$ cat src/rtl/wdt_reset_req.sv
// Watchdog timer on the picorv32 native bus; emits an active-low reset request pulse on a missed kick.
// Bus: mem_ready one cycle after mem_valid is accepted; bite: wdt_reset_n falls LOAD+1 edges after enable.
// No backpressure: accesses are acked every other cycle at most; writes during a bite are acked but inert.
module wdt_reset_req #(
  parameter int unsigned PULSE_CYCLES = 16,
  parameter logic [31:0] KICK_KEY     = 32'h5A5A_5A5A,
  parameter logic [31:0] LOAD_RESET   = 32'd27_000_000
) (
  input  logic        clk,
  input  logic        reset_n,
  input  logic        mem_valid,
  output logic        mem_ready,
  input  logic [3:0]  mem_addr,
  input  logic [3:0]  mem_wstrb,
  input  logic [31:0] mem_wdata,
  output logic [31:0] mem_rdata,
  output logic        wdt_reset_n
);

  localparam int PW = (PULSE_CYCLES > 1) ? $clog2(PULSE_CYCLES) : 1;
  localparam logic [PW-1:0] PLAST = PW'(PULSE_CYCLES - 1);

  typedef enum logic [1:0] {IDLE, RUN, FIRE} state_t;

  state_t         state_q, state_d;
  logic [31:0]    load_q;
  logic [31:0]    count_q;
  logic           cause_q;
  logic [PW-1:0]  pcnt_q;
  logic           cnt_load, cnt_dec;
  logic [31:0]    rd_mux;

  // Byte-offset bits are not decoded; the bus is word addressed.
  logic unused_addr;
  assign unused_addr = &{1'b0, mem_addr[1:0]};

  // A request is taken only when no ack is in flight, giving ready every other cycle back-to-back.
  logic       acc;
  logic [1:0] sel;
  logic       ctrl_wr, en_set, en_clr, kick_ok;

  assign acc     = mem_valid && !mem_ready;
  assign sel     = mem_addr[3:2];
  assign ctrl_wr = acc && (sel == 2'd0) && mem_wstrb[0];
  assign en_set  = ctrl_wr && mem_wdata[0];
  assign en_clr  = ctrl_wr && !mem_wdata[0];
  assign kick_ok = acc && (sel == 2'd2) && (mem_wstrb == 4'hF) && (mem_wdata == KICK_KEY);

  // State register.
  always_ff @(posedge clk or negedge reset_n) begin
    if (!reset_n) state_q <= IDLE;
    else          state_q <= state_d;
  end

  // Next state and counter controls; a kick beats an expiring count, an expiry beats a disable.
  always_comb begin
    state_d  = state_q;
    cnt_load = 1'b0;
    cnt_dec  = 1'b0;
    unique case (state_q)
      IDLE: begin
        if (en_set) begin
          state_d  = RUN;
          cnt_load = 1'b1;
        end else if (kick_ok) begin
          cnt_load = 1'b1;
        end
      end
      RUN: begin
        if (kick_ok) begin
          cnt_load = 1'b1;
        end else if (count_q == 32'd0) begin
          state_d = FIRE;
        end else if (en_clr) begin
          state_d = IDLE;
        end else begin
          cnt_dec = 1'b1;
        end
      end
      FIRE: begin
        if (pcnt_q == PLAST) state_d = IDLE;
      end
      default: state_d = IDLE;
    endcase
  end

  // Counter: reload on enable/kick, saturating decrement while running.
  always_ff @(posedge clk or negedge reset_n) begin
    if (!reset_n)      count_q <= LOAD_RESET;
    else if (cnt_load) count_q <= load_q;
    else if (cnt_dec)  count_q <= count_q - 32'd1;
  end

  // Reload register with per-byte strobes; it only reaches COUNT at the next kick or enable.
  always_ff @(posedge clk or negedge reset_n) begin
    if (!reset_n) begin
      load_q <= LOAD_RESET;
    end else if (acc && (sel == 2'd1)) begin
      for (int b = 0; b < 4; b++)
        if (mem_wstrb[b]) load_q[8*b +: 8] <= mem_wdata[8*b +: 8];
    end
  end

  // Sticky bite cause: set on entry to FIRE (wins over a same-cycle clear), cleared by writing 1.
  always_ff @(posedge clk or negedge reset_n) begin
    if (!reset_n)                                     cause_q <= 1'b0;
    else if (state_q == RUN && state_d == FIRE)       cause_q <= 1'b1;
    else if (ctrl_wr && mem_wdata[1])                 cause_q <= 1'b0;
  end

  // Pulse-width counter: counts cycles spent in FIRE.
  always_ff @(posedge clk or negedge reset_n) begin
    if (!reset_n)               pcnt_q <= '0;
    else if (state_q != FIRE)   pcnt_q <= '0;
    else                        pcnt_q <= pcnt_q + 1'b1;
  end

  // Registered, glitch-free reset request, low exactly while the next state is FIRE.
  always_ff @(posedge clk or negedge reset_n) begin
    if (!reset_n) wdt_reset_n <= 1'b1;
    else          wdt_reset_n <= (state_d != FIRE);
  end

  // Read mux over pre-update register contents; EN is simply "running".
  always_comb begin
    rd_mux = 32'd0;
    unique case (sel)
      2'd0:    rd_mux = {30'd0, cause_q, (state_q == RUN)};
      2'd1:    rd_mux = load_q;
      2'd2:    rd_mux = 32'd0;
      2'd3:    rd_mux = count_q;
      default: rd_mux = 32'd0;
    endcase
  end

  // One-cycle ack with read data; data is zero whenever ready is low.
  always_ff @(posedge clk or negedge reset_n) begin
    if (!reset_n) begin
      mem_ready <= 1'b0;
      mem_rdata <= 32'd0;
    end else begin
      mem_ready <= acc;
      mem_rdata <= acc ? rd_mux : 32'd0;
    end
  end

endmodule

$ cat config.mk
export PLATFORM = sky130hd
export DESIGN_NAME = wdt_reset_req
export DESIGN_NICKNAME = d
export VERILOG_FILES = /design/src/rtl/wdt_reset_req.sv
export SDC_FILE = /design/constraint.sdc
export NUM_CORES = 1
export LEC_CHECK = 0
export CORE_ASPECT_RATIO = 0.75
export CORE_MARGIN = 2
export CORE_UTILIZATION = 63
export DETAILED_ROUTE_END_ITERATION = 10
export DONT_BUFFER_PORTS = 1
export GPL_TIMING_DRIVEN = 0
export PLACE_DENSITY = 0.79
export RECOVER_POWER = 25
export SYNTH_ARGS = -nofsm -noshare
export SYNTH_HDL_FRONTEND = slang
export SYNTH_SLANG_ARGS = --single-unit
$ cat constraint.sdc
create_clock -name clk -period 3.25 [get_ports clk]
set_clock_uncertainty 0.05 [all_clocks]
set_input_delay 0.4875 -clock clk [delete_from_list [all_inputs] [get_ports clk]]
set_output_delay 0.4875 -clock clk [all_outputs]
set_load 0.02 [all_outputs]
# Yosys cells after proc, flatten, opt, wreduce, memory -nomap -nowiden
# Cells that the tools add are included.
# op_classes
addsub	2
eq_ne	11
mux	20
reduce_logical	22
# ops
op	n
$pmux W32 S4	1
$mux W32	3
$eq A32 B31 Y1 const B	1
$logic_not A32 Y1	1
$sub A32 B1 Y32 const B	1
$logic_and A1 B1 Y1	11
$mux W2	5
$eq A2 B2 Y1 const B	4
$eq A4 B4 Y1 const B	2
$mux W1	8
$reduce_and A2 Y1	4
$pmux W2 S3	1
$add A4 B1 Y4 const B	1
$eq A2 B1 Y1 const B	2
$logic_not A2 Y1	2
$mux W4	1
$ne A2 B2 Y1 const B	2
$reduce_bool A2 Y1	2
$logic_not A1 Y1	2
$pmux W1 S2	1
# word_totals
regBits	105
input_bits	43
wordCells	66

# Longest topological paths before layout
# depth
word_depth	12
depth_mapped	10

# Worst setup path after synthesis
# Ideal clock, no wire load.
# synth_timing
path_kind	reg-to-reg
startpoint	register mem_ready
endpoint	register count_q[21]
setup_time_ns	0.138
t_arrival_ns	2.170
required_time_ns	3.062
setup_slack_ns	0.892
stages_incl_launch_ff	8
path_buffers	2
synth_period_minus_slack_ns	2.358
path_cell_list	dfrtp_1 > nand4bb_4 > or4_4 > o41a_1 > buf_2 > buf_2 > o311ai_1 > o211ai_1
# synth_via
elab_chain_len	10
word_cells_on_any_way	18
# synth_rtl
element	line	text
from (decl)	12	output logic mem_ready,
from (signal assigned)	139	mem_ready <= 1'b0;
from (signal assigned)	142	mem_ready <= acc;
$logic_not A1 Y1 (*)	42	assign acc = mem_valid && !mem_ready;
$logic_and A1 B1 Y1 (*)	42	
$logic_and A1 B1 Y1 (2 in series)	44	assign ctrl_wr = acc && (sel == 2'd0) && mem_wstrb[0];
$logic_and A1 B1 Y1	46	assign en_clr = ctrl_wr && !mem_wdata[0];
$mux W1	74	end else if (en_clr) begin
$mux W1	72	end else if (count_q == 32'd0) begin
$mux W1	70	if (kick_ok) begin
$mux W1	60	unique case (state_q)
$reduce_bool A2 Y1 (no line)	n/a	
to (signal assigned)	90	else if (cnt_load) count_q <= load_q;
to (signal assigned)	91	else if (cnt_dec) count_q <= count_q - 32'd1;
to (decl)	27	logic [31:0] count_q;
# Mark *: on every way between the ends. The rest lies on a longest branch, timed or not.
# A chain may end at the register's enable or synchronous reset.

# Worst setup path after layout
# layout_timing
startpoint	register count_q[13]
endpoint	register count_q[25]
# layout_via
elab_chain_len	5
word_cells_on_any_way	8
# layout_rtl
element
parallel branches: the longest is 5 deep, another holds $sub A32 B1 Y32
# Several ways; the timed one is not identified. The select of a mux whose other input is x is not followed.

==> results.txt <==
actual slew at the worst max-slew pin = 2480 ps
final std cells w/o fill = 535
core box area = 7400 µm²
final setup TNS = 0 ps
H-tree depth = 3
Die H = 80.0 µm
Post-DP HPWL = 8.41 mm
CP arrival = 3120 ps
#FFs+latches synth = 105
Hold Crit Class = in -> reg
Buf+Inv Stages, Crit Path = 0
CTS Buf Count = 9
Synth Area in Simple Gates = 0.159
# diodes = 0
synth unique cells = 57
DRC viols = 0
clock slew seen by the registers of the worst setup and hold paths = 100 ps
RSZ-0062 raised after global routing = no
Max Freq = 346 MHz
DR vias = 3675
placed cells = 518
post-CTS setup buffer count = 0
Horiz. Die Dim = 105 µm
initial antenna violation count = 0
worst path cell trace = nor4_1 -> nand2b_1 -> nor3_1 -> nand3_1 -> o211a_1 -> a211o_1
status = finished with violations
main combinational cell family by area after synthesis = compound AO/OA/AOI/OAI gates
ANT nets after route = 0
nets = 474
Layout area overhead = 6.98%
M2 GR Usage = 0.448
CP max FO = 8
syn avg cell area = 11.6 µm²
TritonCTS clock tree = built
# fillers = 529
WL final = 12.1 mm
maximum VDD drop = 0.451 mV
Post-synth EDFFs = 0
vias in the first global route = 3558
Syn Nets = 462
GR Util met1 = 0.441
complex-gate fraction of the synthesized area = 0.172
CP Data Required Time = 3480 ps
Max-Cap Viols = 1
Rows = 27
Final Power = 3770 µW
part of the cycle the worst path needs = 0.888
cts repair resizes = 0
post-synthesis mux area share = 0.0829
Primary FF master, synth = dfrtp_1
Pwr Density = 726 nW/µm²
Rel. slew slack = -0.656
clock buffer depth = 2
GRT met3 Usage = 0.0873
io pins = 77
Worst setup EP type = register
post-synthesis sequential area ratio = 0.548
DIE AREA = 8440 µm²
Pleak = 0.00225 µW
Iteration-0 DRC Markers = 380
CP Class = reg -> reg
first-pass GRT wire length = 19.1 mm
Hold Vio Cnt, Final = 0
Root Driver = clkbuf_8
violated checks = capacitance limit, slew limit
cell count after synthesis = 417
post-route cell area = 5200 µm²
placed cell areas = 4980 µm²
crit path time final = 2890 ps
critical path's top delay family = simple AND/OR/NAND/NOR gates
DRT Pass-1 Iters = 5
Async S/R FF share, synth = 1.00
GR Util All Layers = 0.304
PortBufs = 0
final setup fails = 0
Synth Area in Adders = 0.00515
dpl ws = 349 ps
layout cells sized above 1 = 0.226
Yosys warning count = 0
Post-Syn Area = 4860 µm²
total congestion overflow = 0
CP Launch Type = register
Vias/cell = 6.87
largest net degree at the start of global routing = 106
Starting Density = 0.657
post-route setup slack = 363 ps
CTS Sinks = 105
gp weighted congestion = 0.922
Post-Synth XOR/XNOR Area = 0.00361
Slew Limit Fails = 106
CP max stage delay = 780 ps
Clock Latency Late Sink = 390 ps
WL/cell = 22.6 µm
Most Used Layer, Global Route = met2
slowest cell on the critical path = nor3_1
cell usage after synthesis, drive strengths merged (4+ instances only):
cell | number | area share
nand3 | 10 | 0.010
a21oi | 13 | 0.013
a22o | 31 | 0.056
clkbuf | 7 | 0.0054
a32oi | 5 | 0.0090
nor4 | 12 | 0.021
nand4 | 4 | 0.0052
nor2 | 23 | 0.018
nand2b | 8 | 0.010
o21ai | 9 | 0.0093
inv | 13 | 0.010
mux2 | 34 | 0.079
o211ai | 5 | 0.0077
nor4bb | 4 | 0.0082
o311ai | 6 | 0.011
a211o | 8 | 0.014
nor3 | 17 | 0.019
nand2 | 35 | 0.027
buf | 12 | 0.013
dfrtp | 76 | 0.39
a221o | 9 | 0.019
or3 | 5 | 0.0064
dfstp | 29 | 0.16
metrics by stage:
| step | util | hold WS [ps] |
|---|---|---|
| 6_report | 0.702 | 192 |
| 5_1_grt | 0.702 | 177 |
| 4_1_cts | 0.705 | 0.0907 |
| 3_5_place_dp | 0.674 | 144 |
| 3_3_place_gp | 0.674 | 144 |
| 2_1_floorplan | - | 142 |
area by class of cell:
type | count | area [µm²] | area share
buffer | 19 | 90.1 | 0.0173
clock buffer | 14 | 173 | 0.0332
clock inverter | 2 | 35.0 | 0.00674
inverter | 13 | 48.8 | 0.00939
multi-input combinational | 280 | 2050 | 0.395
sequential | 105 | 2660 | 0.513
tap | 101 | 126 | 0.0243
timing repair buffer | 1 | 5.00 | 0.000963
report_power, final:
group | internal (µW) | leakage (µW) | switching, µW
Clock | 419 | 0.000107 | 428
Sequential | 1680 | 0.00130 | 371
Combinational | 390 | 0.000852 | 479
state kept, by name (all words and copies together) (netlist names):
register     count
state_q          2
mem_rdata       32
load_q          32
cause_q          1
wdt_reset_n      1
pcnt_q           4
count_q         32
mem_ready        1
per-layer routing:
metal / wire [µm] / vias up
met1: 5250 / 1818
met4: 223 / 0
met5: 0 / -
met2: 5430 / 212
met3: 1200 / 29
li1: - / 1616
logic make-up after synthesis:
logic type,after synthesis
and+or+nand+nor,136
DFF,105
AOI/OAI and AO/OA,104
muxes,36
buffers and inverters,32
xor gates and xnor gates,2
adders and majority gates,2
cell usage in the layout, fill, tap and decap left out, types with 4 or more instances in the layout:
cell type,count
clkbuf_1,9
nand2b_1,8
a21oi_1,13
a32oi_1,5
nor3_1,16
inv_1,13
nor4_1,9
dfstp_2,29
dfrtp_1,76
nand2_1,35
or3_1,5
clkbuf_8,12
mux2_2,34
o211ai_1,5
nand3_1,10
a211o_1,8
a221o_1,9
buf_2,9
a22o_1,31
o21ai_0,8
nand4_1,4
nor4bb_1,4
nor2_1,23
final timing paths:
kind	from	to	slack, ps	cells past startpoint
max in group asynchronous	reset_n	mem_rdata[20]	870	1
setup / recovery	count_q[13]	count_q[25]	360	6
min in group asynchronous	reset_n	count_q[8]	800	1
setup reg to reg	count_q[13]	count_q[25]	360	6
hold / removal	mem_wdata[20]	load_q[20]	190	1
hold reg to reg	pcnt_q[0]	pcnt_q[0]	410	1
timing repair:
| item | CTS | global route |
|---|---|---|
| endpoints found under the hold margin | 105 | 0 |
| hold buffers | 1 | 0 |
| endpoints found under the setup margin | 0 | 0 |
Note: power is estimated with default switching activity, not from simulation.
